## src/rtl/regfile_write_arbiter_if.sv

```systemverilog
// regfile_write_arbiter_if: requester bundle plus register-file write port
//   req/req_addr/req_data : requester -> arbiter (NREQ requests, 5-bit addr, 32-bit data each)
//   gnt                   : arbiter -> requesters, one-hot grant
//   we3/a3/wd3            : arbiter -> register file write port
//   init_busy/dropped     : arbiter status
interface regfile_write_arbiter_if #(parameter int NREQ = 3);
  logic [NREQ-1:0] req;
  logic [5*NREQ-1:0] req_addr;
  logic [32*NREQ-1:0] req_data;
  logic [NREQ-1:0] gnt;
  logic we3;
  logic [4:0] a3;
  logic [31:0] wd3;
  logic init_busy;
  logic dropped;
  modport master(output req, req_addr, req_data, input gnt, we3, a3, wd3, init_busy, dropped);
  modport slave(input req, req_addr, req_data, output gnt, we3, a3, wd3, init_busy, dropped);
endinterface

```

## src/rtl/regfile_write_arbiter.sv

```systemverilog
// regfile_write_arbiter: init sweep of all 32 registers, then round-robin sharing of the write port
//   clk, rst : clock and asynchronous active-high reset
//   bus_if   : slave side of regfile_write_arbiter_if (requests in, grant and write port out)
module regfile_write_arbiter #(
  parameter int NREQ = 3,
  parameter int INIT_EN = 1,
  parameter logic [31:0] INIT_VALUE = 32'h0000_0000,
  parameter int ZERO_PROTECT = 1
) (
  input logic clk,
  input logic rst,
  regfile_write_arbiter_if.slave bus_if
);
  localparam int PW = (NREQ > 1) ? $clog2(NREQ) : 1;
  typedef enum logic {INIT, ARB} state_t;
  state_t state_q, state_d;
  logic [4:0] cnt_q, cnt_d;
  logic [PW-1:0] ptr_q, ptr_d;
  logic we_q, we_d;
  logic [4:0] a_q, a_d;
  logic [31:0] wd_q, wd_d;
  logic drop_q, drop_d;
  logic found, grant, zero;
  logic [PW-1:0] gi;
  logic [4:0] addr;
  int j;
  // first requester at or after ptr, wrapping modulo NREQ
  always_comb begin
    found = 1'b0;
    gi = '0;
    j = 0;
    for (int k = 0; k < NREQ; k++) begin
      j = (int'(ptr_q) + k) % NREQ;
      if (!found && bus_if.req[j]) begin
        found = 1'b1;
        gi = PW'(j);
      end
    end
    grant = found && state_q == ARB && !rst;
    bus_if.gnt = grant ? NREQ'(1) << gi : '0;
  end
  always_comb begin
    state_d = state_q;
    cnt_d = cnt_q;
    ptr_d = ptr_q;
    we_d = 1'b0;
    a_d = a_q;
    wd_d = wd_q;
    drop_d = 1'b0;
    addr = bus_if.req_addr[int'(gi)*5 +: 5];
    zero = ZERO_PROTECT != 0 && addr == 5'd0;
    if (state_q == INIT) begin
      we_d = 1'b1;
      a_d = cnt_q;
      wd_d = INIT_VALUE;
      cnt_d = cnt_q + 5'd1;
      state_d = cnt_q == 5'd31 ? ARB : INIT;
    end else if (grant) begin
      we_d = !zero;
      drop_d = zero;
      a_d = zero ? a_q : addr;
      wd_d = zero ? wd_q : bus_if.req_data[int'(gi)*32 +: 32];
      ptr_d = gi == PW'(NREQ - 1) ? '0 : gi + 1'b1;
    end
  end
  always_ff @(posedge clk or posedge rst) begin
    if (rst) begin
      state_q <= INIT_EN != 0 ? INIT : ARB;
      cnt_q <= '0;
      ptr_q <= '0;
      we_q <= 1'b0;
      a_q <= '0;
      wd_q <= '0;
      drop_q <= 1'b0;
    end else begin
      state_q <= state_d;
      cnt_q <= cnt_d;
      ptr_q <= ptr_d;
      we_q <= we_d;
      a_q <= a_d;
      wd_q <= wd_d;
      drop_q <= drop_d;
    end
  end
  assign bus_if.we3 = we_q;
  assign bus_if.a3 = a_q;
  assign bus_if.wd3 = wd_q;
  assign bus_if.dropped = drop_q;
  assign bus_if.init_busy = state_q == INIT;
endmodule

```

## src/flat_wrapper.sv

```systemverilog
// flat-port wrapper written by rule: the top's interface ports become plain ports
module regfile_write_arbiter_flat 
#(
  parameter int NREQ = 3,
  parameter int INIT_EN = 1,
  parameter logic [31:0] INIT_VALUE = 32'h0000_0000,
  parameter int ZERO_PROTECT = 1
)
  (clk, rst, bus_if_req, bus_if_req_addr, bus_if_req_data, bus_if_gnt, bus_if_we3, bus_if_a3, bus_if_wd3, bus_if_init_busy, bus_if_dropped);
  regfile_write_arbiter_if #(.NREQ(NREQ)) bus_if_i ();
  input logic clk;
  input logic rst;
  input wire logic [$bits(bus_if_i.req)-1:0] bus_if_req;
  input wire logic [$bits(bus_if_i.req_addr)-1:0] bus_if_req_addr;
  input wire logic [$bits(bus_if_i.req_data)-1:0] bus_if_req_data;
  output wire logic [$bits(bus_if_i.gnt)-1:0] bus_if_gnt;
  output wire logic [$bits(bus_if_i.we3)-1:0] bus_if_we3;
  output wire logic [$bits(bus_if_i.a3)-1:0] bus_if_a3;
  output wire logic [$bits(bus_if_i.wd3)-1:0] bus_if_wd3;
  output wire logic [$bits(bus_if_i.init_busy)-1:0] bus_if_init_busy;
  output wire logic [$bits(bus_if_i.dropped)-1:0] bus_if_dropped;
  assign bus_if_i.req = bus_if_req;
  assign bus_if_i.req_addr = bus_if_req_addr;
  assign bus_if_i.req_data = bus_if_req_data;
  assign bus_if_gnt = bus_if_i.gnt;
  assign bus_if_we3 = bus_if_i.we3;
  assign bus_if_a3 = bus_if_i.a3;
  assign bus_if_wd3 = bus_if_i.wd3;
  assign bus_if_init_busy = bus_if_i.init_busy;
  assign bus_if_dropped = bus_if_i.dropped;
  regfile_write_arbiter #(.NREQ(NREQ), .INIT_EN(INIT_EN), .INIT_VALUE(INIT_VALUE), .ZERO_PROTECT(ZERO_PROTECT)) u_core (.clk(clk), .rst(rst), .bus_if(bus_if_i));
endmodule
```

## config.mk

```make
export PLATFORM = sky130hd
export DESIGN_NAME = regfile_write_arbiter_flat
export DESIGN_NICKNAME = d
export VERILOG_FILES = /design/src/rtl/regfile_write_arbiter_if.sv /design/src/rtl/regfile_write_arbiter.sv /design/src/flat_wrapper.sv
export SDC_FILE = /design/constraint.sdc
export NUM_CORES = 1
export LEC_CHECK = 0
export ABC_CLOCK_PERIOD_IN_PS = 8200
export CAP_MARGIN = 20
export CORE_MARGIN = 4
export CORE_UTILIZATION = 44
export CTS_CLUSTER_DIAMETER = 50
export DETAILED_ROUTE_END_ITERATION = 8
export PLACE_DENSITY = 0.86
export SYNTH_ARGS = -nofsm -noshare
export SYNTH_HDL_FRONTEND = slang
export SYNTH_SLANG_ARGS = --single-unit
```

## constraint.sdc

```tcl
create_clock -name clk -period 8.2 [get_ports clk]
set_input_delay 0.82 -clock clk [delete_from_list [all_inputs] [get_ports clk]]
set_output_delay 0.82 -clock clk [all_outputs]
set_load 0.05 [all_outputs]
```

# After elaboration in Yosys (flattened, before gate mapping)
# Index checks and enable logic that the tools add are counted.
# classes
add_sub_neg,4
mul,1
div_mod_pow,3
n_lt_le_gt_ge,3
n_eq_ne,4
shifts,3
n_mux,29
bitwise,1
n_reduce_logical,11
# op_table
op,n
"< comparator 32 x 4 -> 1 bit, second input constant",3
2-to-1 mux 32 bit,3
indexed part select 96 x 8 -> 32 bit,1
"remainder unit 32 x 3 -> 32 bit, second input constant",2
"remainder unit 3 x 3 -> 32 bit, second input constant",1
indexed part select 15 x 32 -> 5 bit,1
2-to-1 mux 1 bit,15
2-to-1 mux 5 bit,3
2-to-1 mux 2 bit,4
binary-select mux 1 bit (select 2 bit),3
"adder 5 x 1 -> 5 bit, second input constant",1
"equality test 5 bit, second input constant",1
zero test 5 bit,1
"multiplier 2 x 3 -> 5 bit, second input constant",1
logical AND 1 bit,4
zero test 1 bit,4
"!= test 2 bit, second input constant",2
AND reduction 2 bit,2
"adder 2 x 1 -> 3 bit, second input constant",1
"adder 2 x 2 -> 3 bit, second input constant",1
2-to-1 mux 3 bit,1
"left shift 1 x 2 -> 3 bit, first input constant",1
"adder 2 x 1 -> 2 bit, second input constant",1
"equality test 2 bit, second input constant",1
inverter 1 bit,1
# word_totals
regBits,47
latchBits,0
mem_bits_rw,0
romBits,0
out_inout_bits,43
word_cells,66
mem_count,0

# Logic depth before layout (Yosys ltp)
# Gate-level depths: netlist of run 1.
# depth
word_depth,17
mapped_depth,14

# Least setup slack after synthesis of run 1
# No wires, ideal clock.
# synth_path
path_kind,input to output
start,input rst
end,output bus_if_gnt[1]
arrival_time_ns,3.138
required_time_ns,7.380
setup_slack_ns,4.242
stages,5
cell_sequence,inv_1 and3_1 buf_1 nand2_1 nor2_1
# synth_via
elab_chain_len,3
# synth_lines
element,line,text
start: declaration,flat_wrapper.sv:12,input logic rst;
zero test 1 bit,regfile_write_arbiter.sv:39,grant = found && state_q == ARB && !rst;
logical AND 1 bit,regfile_write_arbiter.sv:39,
2-to-1 mux 3 bit,regfile_write_arbiter.sv:40,bus_if.gnt = grant ? NREQ'(1) << gi : '0;
end: declaration,flat_wrapper.sv:16,output wire logic [$bits(bus_if_i.gnt)-1:0] bus_if_gnt;
# No other way between the ends.

# Final worst setup path of run 1
# layout_path
start,input bus_if_req[1]
end,output bus_if_gnt[1]
# layout_via
elab_chain_len,13
word_cells_on_any_way,23
cone_classes,1 x shift; 16 x mux; 6 x reduce/logical
# layout_lines
element,line,text
start: declaration,flat_wrapper.sv:13,input wire logic [$bits(bus_if_i.req)-1:0] bus_if_req;
binary-select mux 1 bit (select 2 bit),regfile_write_arbiter.sv:34,if (!found && bus_if.req[j]) begin
2-to-1 mux 1 bit (not written as such) (2 in a row),regfile_write_arbiter.sv:34,
2-to-1 mux 1 bit,regfile_write_arbiter.sv:34,
zero test 1 bit,regfile_write_arbiter.sv:34,
logical AND 1 bit,regfile_write_arbiter.sv:34,
2-to-1 mux 1 bit,regfile_write_arbiter.sv:34,
zero test 1 bit,regfile_write_arbiter.sv:34,
logical AND 1 bit,regfile_write_arbiter.sv:34,
2-to-1 mux 1 bit,regfile_write_arbiter.sv:34,
logical AND 1 bit (2 in a row),regfile_write_arbiter.sv:39,
2-to-1 mux 3 bit (*),regfile_write_arbiter.sv:40,
# Every way passes the cells marked *; elsewhere a longest branch is shown, timed or not. The select of a mux whose other input is x is not followed.

==> summary.md, run 1 <==
| Metric | Value |
|---|---|
| Final hold violations | `0` |
| Synth area leader | `dfrtp_1` |
| Top cell type's share of synthesized area | `about 36%` |
| Unique masters post-synth | `47` |
| Crit path DAT | `approximately 3800 ps` |
| Critical Path Source Type | `primary input` |
| Switch Pwr | `1.12 mW` |
| Max Clk Rate | `roughly 0.22 GHz` |
| CP required | `roughly 7400 ps` |
| M1 GR Usage | `24.5%` |
| Synth Instances | `~350` |
| Pwr/cell area | `444 nW/um^2` |
| Post-Syn Area per Cell | `~9.3 sq um` |
| Pre-CTS WS | `3100 ps` |
| Longest Clk Path Bufs | `2` |
| Clock share of power | `under 10%` |
| Comb pwr share | `72.4%` |
| Crit path largest cell delay | `820 ps` |
| Number of global-route vias before repair | `roughly 3000` |
| CTS Hold Buffers Added | `0` |
| Met2 Resource Use GR | `34.9%` |
| Reg2Reg Depth | `11` |
| Die width | `~94 um` |
| Top Usage Layer GRT | `met2` |
| CTS Sinks | `47` |
| Post-Layout Cell Count | `between 500 and 600` |
| Slowest cell on crit path | `clkdlybuf4s50_1` |
| Synth top cells by count | `nand2_1 (75), mux2i_1 (67), dfrtp_1 (47)` |
| Total number of vias | `slightly above 3000` |
| Finished Cell Area | `approximately 5000 sq um` |
| Largest net degree at the start of global routing | `between 70 and 80` |
| Post-Place Cell Area | `around 4800 sq um` |
| Drt wl/cell | `15.2 um` |
| Leak | `roughly 2.3 nW` |
| Root Driver | `clkbuf_8` |
| PnR worst setup slack | `between 3000 and 4000 ps` |
| Worst Skew | `just over 7 ps` |
| TNS Setup | `0 ps` |
| Initial antenna violation count | `0` |
| Crit Path Class | `in2out` |
| Ys flop type | `dfrtp_1` |
| Core Region | `between 7000 and 8000 sq um` |
| Synth warn | `0` |
| Global-route wire length before repair | `approximately 14000 um` |
| Via density | `about 5.1` |
| Sequential power share | `about 18%` |
| Mapped Nets | `470` |
| WL final | `9010 um` |
| Hpwl dp | `around 7000 um` |
| Number of flops mapped to enable cells by yosys | `0` |
| Layout cell share with drive strength beyond 1 | `roughly 6.7%` |
| Hold/Removal Path Class | `reg2reg` |
| Max-cap violations | `0` |
| M3 GR Usage | `~5.7%` |
| Cell count after placement | `between 500 and 600` |
| H-tree Lvls | `2` |
| Tot GR Track Use | `approximately a fifth` |
| IO Pins | `approximately 160` |
| Fin crit period | `4620 ps` |
| Maximum VDD drop | `~210 uV` |
| Crit. End Element | `output port` |
| CP Cell Sequence | `clkdlybuf4s50_1, mux2i_1, mux2_2, and3_4, or2_2, buf_12, nand2_1, nor2_1, clkdlybuf4s50_1` |
| Count of pins over their slew limit | `0` |
| Most common cell in the synthesized netlist | `nand2_1` |
| Max-slew headroom at the worst pin | `56.8%` |
| RSZ-0062 raised after global routing | `no` |
| P_int | `between 1 and 1.5 mW` |
| Core Rows | `31` |
| CTS resizes | `0` |
| Switching fraction of total power | `50.7%` |
| Die Y | `approximately 94 um` |
| Clock-pin slew on the worst setup and hold paths | `roughly 90 ps` |
| CTS Buf Count | `5` |
| Register area | `between 1000 and 1500 sq um` |
| Die area | `between 8000 and 9000 sq um` |
| Reg-to-reg startpoint | `u_core.ptr_q[1]` |
| Initial Util | `between 40% and 50%` |
| DR pass1 iterations | `4` |
| Antenna viol nets, final | `0` |
| CTS tree | `yes` |
| Total grt overflow | `0` |
| I/O Buffers | `roughly 160` |
| Worst-Skew Late Latency | `roughly 300 ps` |
| Diode count | `0` |
| Most used cell, CP | `clkdlybuf4s50_1` |
| Status | `complete, no violations` |
| Layout Nets | `slightly above 600` |
| Placer Congestion | `0.886` |
| Ys async rst share | `100%` |
| Final setup vio count | `0` |
| Setup crit end | `bus_if_gnt[1]` |
| Post-Syn Area | `roughly 3200 sq um` |
| Register area share after synthesis | `between 30% and 40%` |
| Tightest Pin Transition | `about 650 ps` |
| Synth area leaders | `dfrtp_1 (36%), mux2i_1 (21%), nand2_1 (8.7%), o21ai_0 (5.5%), ha_1 (2.3%)` |
| Worst R2R Setup Slack | `4330 ps` |
| Area Growth Syn to Fin | `52.4%` |
| FF-to-FF End | `u_core.bus_if.wd3[5]` |
| Fill count | `between 500 and 600` |
| Tcrit/Tclk final | `roughly 56%` |
| Multi-input gate area | `~1900 sq um` |
| Drt drc | `0` |
| #FFs+latches synth | `47` |
| Maximum net fanout on the critical path | `67` |
| 1st-iter DRT viols | `92` |
| Postcts setup bufs | `0` |
| Crit. Startpoint | `bus_if_req[1]` |
[cells in the final DEF (no fill, tap or decap), types with 2 or more instances in the layout]
| cell | count |
|---|---|
| a22oi_1 | 4 |
| nand3b_1 | 3 |
| clkbuf_8 | 5 |
| mux2i_1 | 67 |
| o22ai_1 | 3 |
| or2_2 | 2 |
| nor3b_1 | 2 |
| bufinv_16 | 2 |
| nand4_1 | 2 |
| nand2_1 | 75 |
| buf_4 | 4 |
| ha_1 | 6 |
| mux2_2 | 3 |
| o21ai_0 | 36 |
| dfrtp_1 | 47 |
| a31oi_2 | 4 |
| nor3_1 | 4 |
| inv_1 | 3 |
| nand2b_1 | 3 |
| a211oi_1 | 8 |
| nor2_1 | 13 |
| and3_1 | 7 |
| a21oi_1 | 5 |
| clkdlybuf4s50_1 | 158 |
| xnor2_1 | 3 |
[power by group through the flow]
stage,Sequential (mW),Combinational (mW),Clock [mW]
2_1_floorplan,0.739,0.883,0
3_3_place_gp,0.401,1.55,0
3_5_place_dp,0.405,1.59,0
4_1_cts,0.403,1.59,0.209
5_1_grt,0.417,1.72,0.220
6_report,0.403,1.59,0.204
[how the worst min path moves through the flow]
stage	to	startpoint	slack, ps	depth (start not counted)
4_1_cts	u_core.cnt_q[3]	u_core.cnt_q[3]	500	1
2_1_floorplan	u_core.cnt_q[3]	u_core.cnt_q[3]	460	1
3_5_place_dp	u_core.cnt_q[3]	u_core.cnt_q[3]	490	1
3_3_place_gp	u_core.cnt_q[3]	u_core.cnt_q[3]	480	1
5_1_grt	u_core.cnt_q[3]	u_core.cnt_q[3]	540	1
6_report	u_core.cnt_q[3]	u_core.cnt_q[3]	510	1
[area by class of cell]
class	count	share of cell area [%]
multi-input cells	270	37.6
inverters	5	0.379
well taps	99	2.50
clock buffers	5	1.39
flip-flops and latches	47	23.8
clock inverters	3	1.44
repair buffers	163	33.0
[routing by layer]
metal  part of all wire, %  wire [um]
met5                     0          0
met4                   1.2        110
met1                    40       3620
met3                   7.6        684
met2                    51       4600
[registers in the layout, indices dropped and copies added (netlist names)]
register / cells
u_core.cnt_q: 5
u_core.bus_if.dropped: 1
u_core.ptr_q: 2
u_core.bus_if.we3: 1
u_core.state_q: 1
u_core.bus_if.a3: 5
u_core.bus_if.wd3: 32
[logic make-up after synthesis]
| family | Yosys count | synth area share (%) |
|---|---|---|
| multiplexers | 72 | 22.8 |
| AND/OR/NAND/NOR | 118 | 16.8 |
| AO/OA/AOI/OAI | 71 | 14.5 |
| buffers and inverters | 31 | 6.51 |
| XOR/XNOR | 3 | 0.809 |
| flip-flops | 47 | 36.2 |
| adder cells (fa/ha/maj) | 6 | 2.31 |
[through the flow]
stage                     utilization, %  power, mW  hold slack [ps]
after CTS                           68.3       2.20              504
after global routing                68.6       2.36              542
after global placement              66.4       1.96              480
after detailed placement            66.4       1.99              491
final                               68.6       2.20              506
after floorplan                        -       1.62              461
[worst max-delay path, delay by kind of cell]
family	cells	cell delay, ps
buffers and inverters	3	1580
multiplexers	2	620
AND/OR/NAND/NOR	4	740
Power figures use the tool's default switching activity.
==> run 2: changes to the inputs <==
--- a/config.mk
+++ b/config.mk
@@ -5,13 +5,13 @@
 export SDC_FILE = /design/constraint.sdc
 export NUM_CORES = 1
 export LEC_CHECK = 0
-export ABC_CLOCK_PERIOD_IN_PS = 8200
+export ABC_CLOCK_PERIOD_IN_PS = 3800
 export CAP_MARGIN = 20
 export CORE_MARGIN = 4
-export CORE_UTILIZATION = 44
+export CORE_UTILIZATION = 37
 export CTS_CLUSTER_DIAMETER = 50
 export DETAILED_ROUTE_END_ITERATION = 8
-export PLACE_DENSITY = 0.86
+export PLACE_DENSITY = 0.77
 export SYNTH_ARGS = -nofsm -noshare
 export SYNTH_HDL_FRONTEND = slang
 export SYNTH_SLANG_ARGS = --single-unit
==> constraint.sdc (replaced) <==
create_clock -name clk -period 3.8 [get_ports clk]
set_input_delay 0.38 -clock clk [delete_from_list [all_inputs] [get_ports clk]]
set_output_delay 0.38 -clock clk [all_outputs]
set_load 0.05 [all_outputs]
==> summary.md, run 2 (same netlist as run 1, synthesis figures left out) <==
| Metric | Value |
|---|---|
| Layout cell share with drive strength beyond 1 | `7.68%` |
| Worst R2R Setup Slack | `520 ps` |
| Worst Hold Path EP | `u_core.cnt_q[3]` |
| Post-Place Cell Area | `4820 sq um` |
| Slowest cell on crit path | `dfrtp_1` |
| CTS tree | `yes` |
| Placer Congestion | `~0.82` |
| Reg2Reg Depth | `11` |
| DR pass1 iterations | `5` |
| FF-to-FF End | `u_core.bus_if.we3` |
| Initial antenna violation count | `0` |
| Final hold violations | `0` |
| Initial Util | `between 30% and 40%` |
| Worst Skew | `5.24 ps` |
| CTS Sinks | `between 40 and 50` |
| TNS Setup | `0 ps` |
| Clock-pin slew on the worst setup and hold paths | `80 ps` |
| I/O Buffers | `roughly 160` |
| Most frequent cells in the layout | `clkdlybuf4s50_1 (155), nand2_1 (75), mux2i_1 (67)` |
| Global-route wire length before repair | `between 10000 and 15000 um` |
| Max-cap violations | `0` |
| Max Clk Rate | `0.280 GHz` |
| Count of pins over their slew limit | `0` |
| Hold/Removal Path Class | `reg2reg` |
| Leak | `2.26 nW` |
| Multi-input gate area | `between 1500 and 2000 sq um` |
| Worst-Skew Late Latency | `between 200 and 300 ps` |
| H-tree Lvls | `2` |
| Register area | `~1200 sq um` |
| Total number of vias | `3082` |
| Core Region | `between 8000 and 9000 sq um` |
| WL final | `slightly above 9000 um` |
| Core Rows | `33` |
| 1st-iter DRT viols | `a little over 70` |
| Crit Path Class | `reg2out` |
| Tot GR Track Use | `approximately 17%` |
| Most used cell, CP | `buf_4` |
| Max-slew headroom at the worst pin | `60.9%` |
| CP required | `roughly 3400 ps` |
| RSZ-0062 raised after global routing | `no` |
| Tcrit/Tclk final | `about 94%` |
| Pwr/cell area | `around 940 nW/um^2` |
| Crit path largest cell delay | `between 400 and 500 ps` |
| Drt drc | `0` |
| CTS Buf Count | `5` |
| Fill count | `approximately 730` |
| Layout Nets | `~600` |
| Total grt overflow | `0` |
| Crit path DAT | `approximately 3200 ps` |
| Max FFs per register | `32` |
| Number of global-route vias before repair | `around 3200` |
| Hpwl dp | `between 7000 and 8000 um` |
| Largest net degree at the start of global routing | `48` |
| Area Growth Syn to Fin | `51.1%` |
| Min-delay src | `u_core.cnt_q[3]` |
| Critical Path Source Type | `flip-flop` |
| Maximum VDD drop | `between 400 and 500 uV` |
| CTS Hold Buffers Added | `0` |
| Finished Cell Area | `about 4900 sq um` |
| Most common cell after layout, fill and taps aside | `clkdlybuf4s50_1` |
| Die Y | `102 um` |
| Status | `complete, no violations` |
| Crit. End Element | `output port` |
| Via density | `between 5 and 6` |
| Die width | `approximately 100 um` |
| Fin crit period | `3570 ps` |
| Pre-CTS WS | `481 ps` |
| Hold path cells | `1` |
| Diode count | `0` |
| Reg-to-reg startpoint | `u_core.ptr_q[1]` |
| Postcts setup bufs | `0` |
| Buf+Inv Stages, Crit Path | `3` |
| CP Cell Sequence | `inv_1, ha_1, mux2i_1, mux2_2, and3_4, or2_2, buf_4, nand2_1, nor2_1, buf_4` |
| Antenna viol nets, final | `0` |
| Final setup vio count | `0` |
| Longest Clk Path Bufs | `2` |
| CTS resizes | `0` |
| IO Pins | `between 150 and 200` |
| Tightest Pin Transition | `a little under 600 ps` |
| PnR worst setup slack | `230 ps` |
| Root Driver | `clkbuf_8` |
| Die area | `a little over 10000 sq um` |
| Drt wl/cell | `approximately 15 um` |
| CP top delay family | `simple AND/OR/NAND/NOR gates` |
| Maximum net fanout on the critical path | `40` |
## run 2: changes by cell type in the layout (fill, tap and decap cells not counted), sizes merged
| cell | change |
|---|---|
| buf | +6 |
| bufinv | -2 |
| clkbuf | +1 |
| clkdlybuf4s50 | -3 |
| clkinv | +1 |
| inv | -1 |
## run 2: worst reg2reg max path, stage by stage, from the launching register on
cell and delay [ps]:
dfrtp_1 410, inv_1 100, ha_1 370, mux2i_1 340, mux2_2 370, and3_4 250, or2_2 240, a31oi_2 170
nor4_4 410, a21oi_4 100, buf_4 230, nand2b_1 180
## run 2: stage by stage
| stage | std cells | total power, mW | hold slack (ps) | util (%) |
|---|---|---|---|---|
| 2_1_floorplan | 348 | 3.50 | 461 | - |
| 3_3_place_gp | 593 | 4.26 | 485 | 57.5 |
| 3_5_place_dp | 593 | 4.33 | 500 | 57.5 |
| 4_1_cts | 600 | 4.65 | 510 | 58.6 |
| 5_1_grt | 600 | 4.93 | 553 | 58.6 |
| 6_report | 600 | 4.59 | 516 | 58.6 |
## run 2: cell type report
cell class                 count  share of cell area [%]
multi-input combinational    270                    37.9
timing repair buffer         166                    33.3
sequential                    47                    24.0
tap                          105                    2.68
clock buffer                   6                    1.68
inverter                       5                   0.382
clock inverter                 1                   0.102
## run 2: worst max-delay path by stage
| stage | from | depth (start not counted) | end | slack (ps) |
|---|---|---|---|---|
| 6_report | u_core.ptr_q[1] | 10 | bus_if_gnt[1] | 230 |
| 5_1_grt | u_core.ptr_q[1] | 10 | bus_if_gnt[1] | 8 |
| 4_1_cts | u_core.ptr_q[1] | 10 | bus_if_gnt[1] | 230 |
| 3_5_place_dp | bus_if_req[1] | 10 | u_core.bus_if.wd3[6] | 480 |
| 3_3_place_gp | bus_if_req[1] | 10 | u_core.bus_if.wd3[2] | 650 |
| 2_1_floorplan | rst | 5 | bus_if_gnt[1] | 720 |
## run 2: where the power goes
group / total [mW] / internal, mW / leakage [nW] / switching [mW]
Sequential: 0.869 / 0.738 / 0.556 / 0.131
Combinational: 3.43 / 1.33 / 1.65 / 2.10
Clock: 0.297 / 0.143 / 0.0470 / 0.154
## run 2: routing by layer
| metal | up-vias | track usage (%) | wire length, um |
|---|---|---|---|
| li1 | 1515 | - | - |
| met1 | 1422 | 19.4 | 3650 |
| met2 | 125 | 30.3 | 4480 |
| met3 | 20 | 5.58 | 792 |
| met4 | 0 | 5.62 | 187 |
| met5 | - | 0 | 0 |
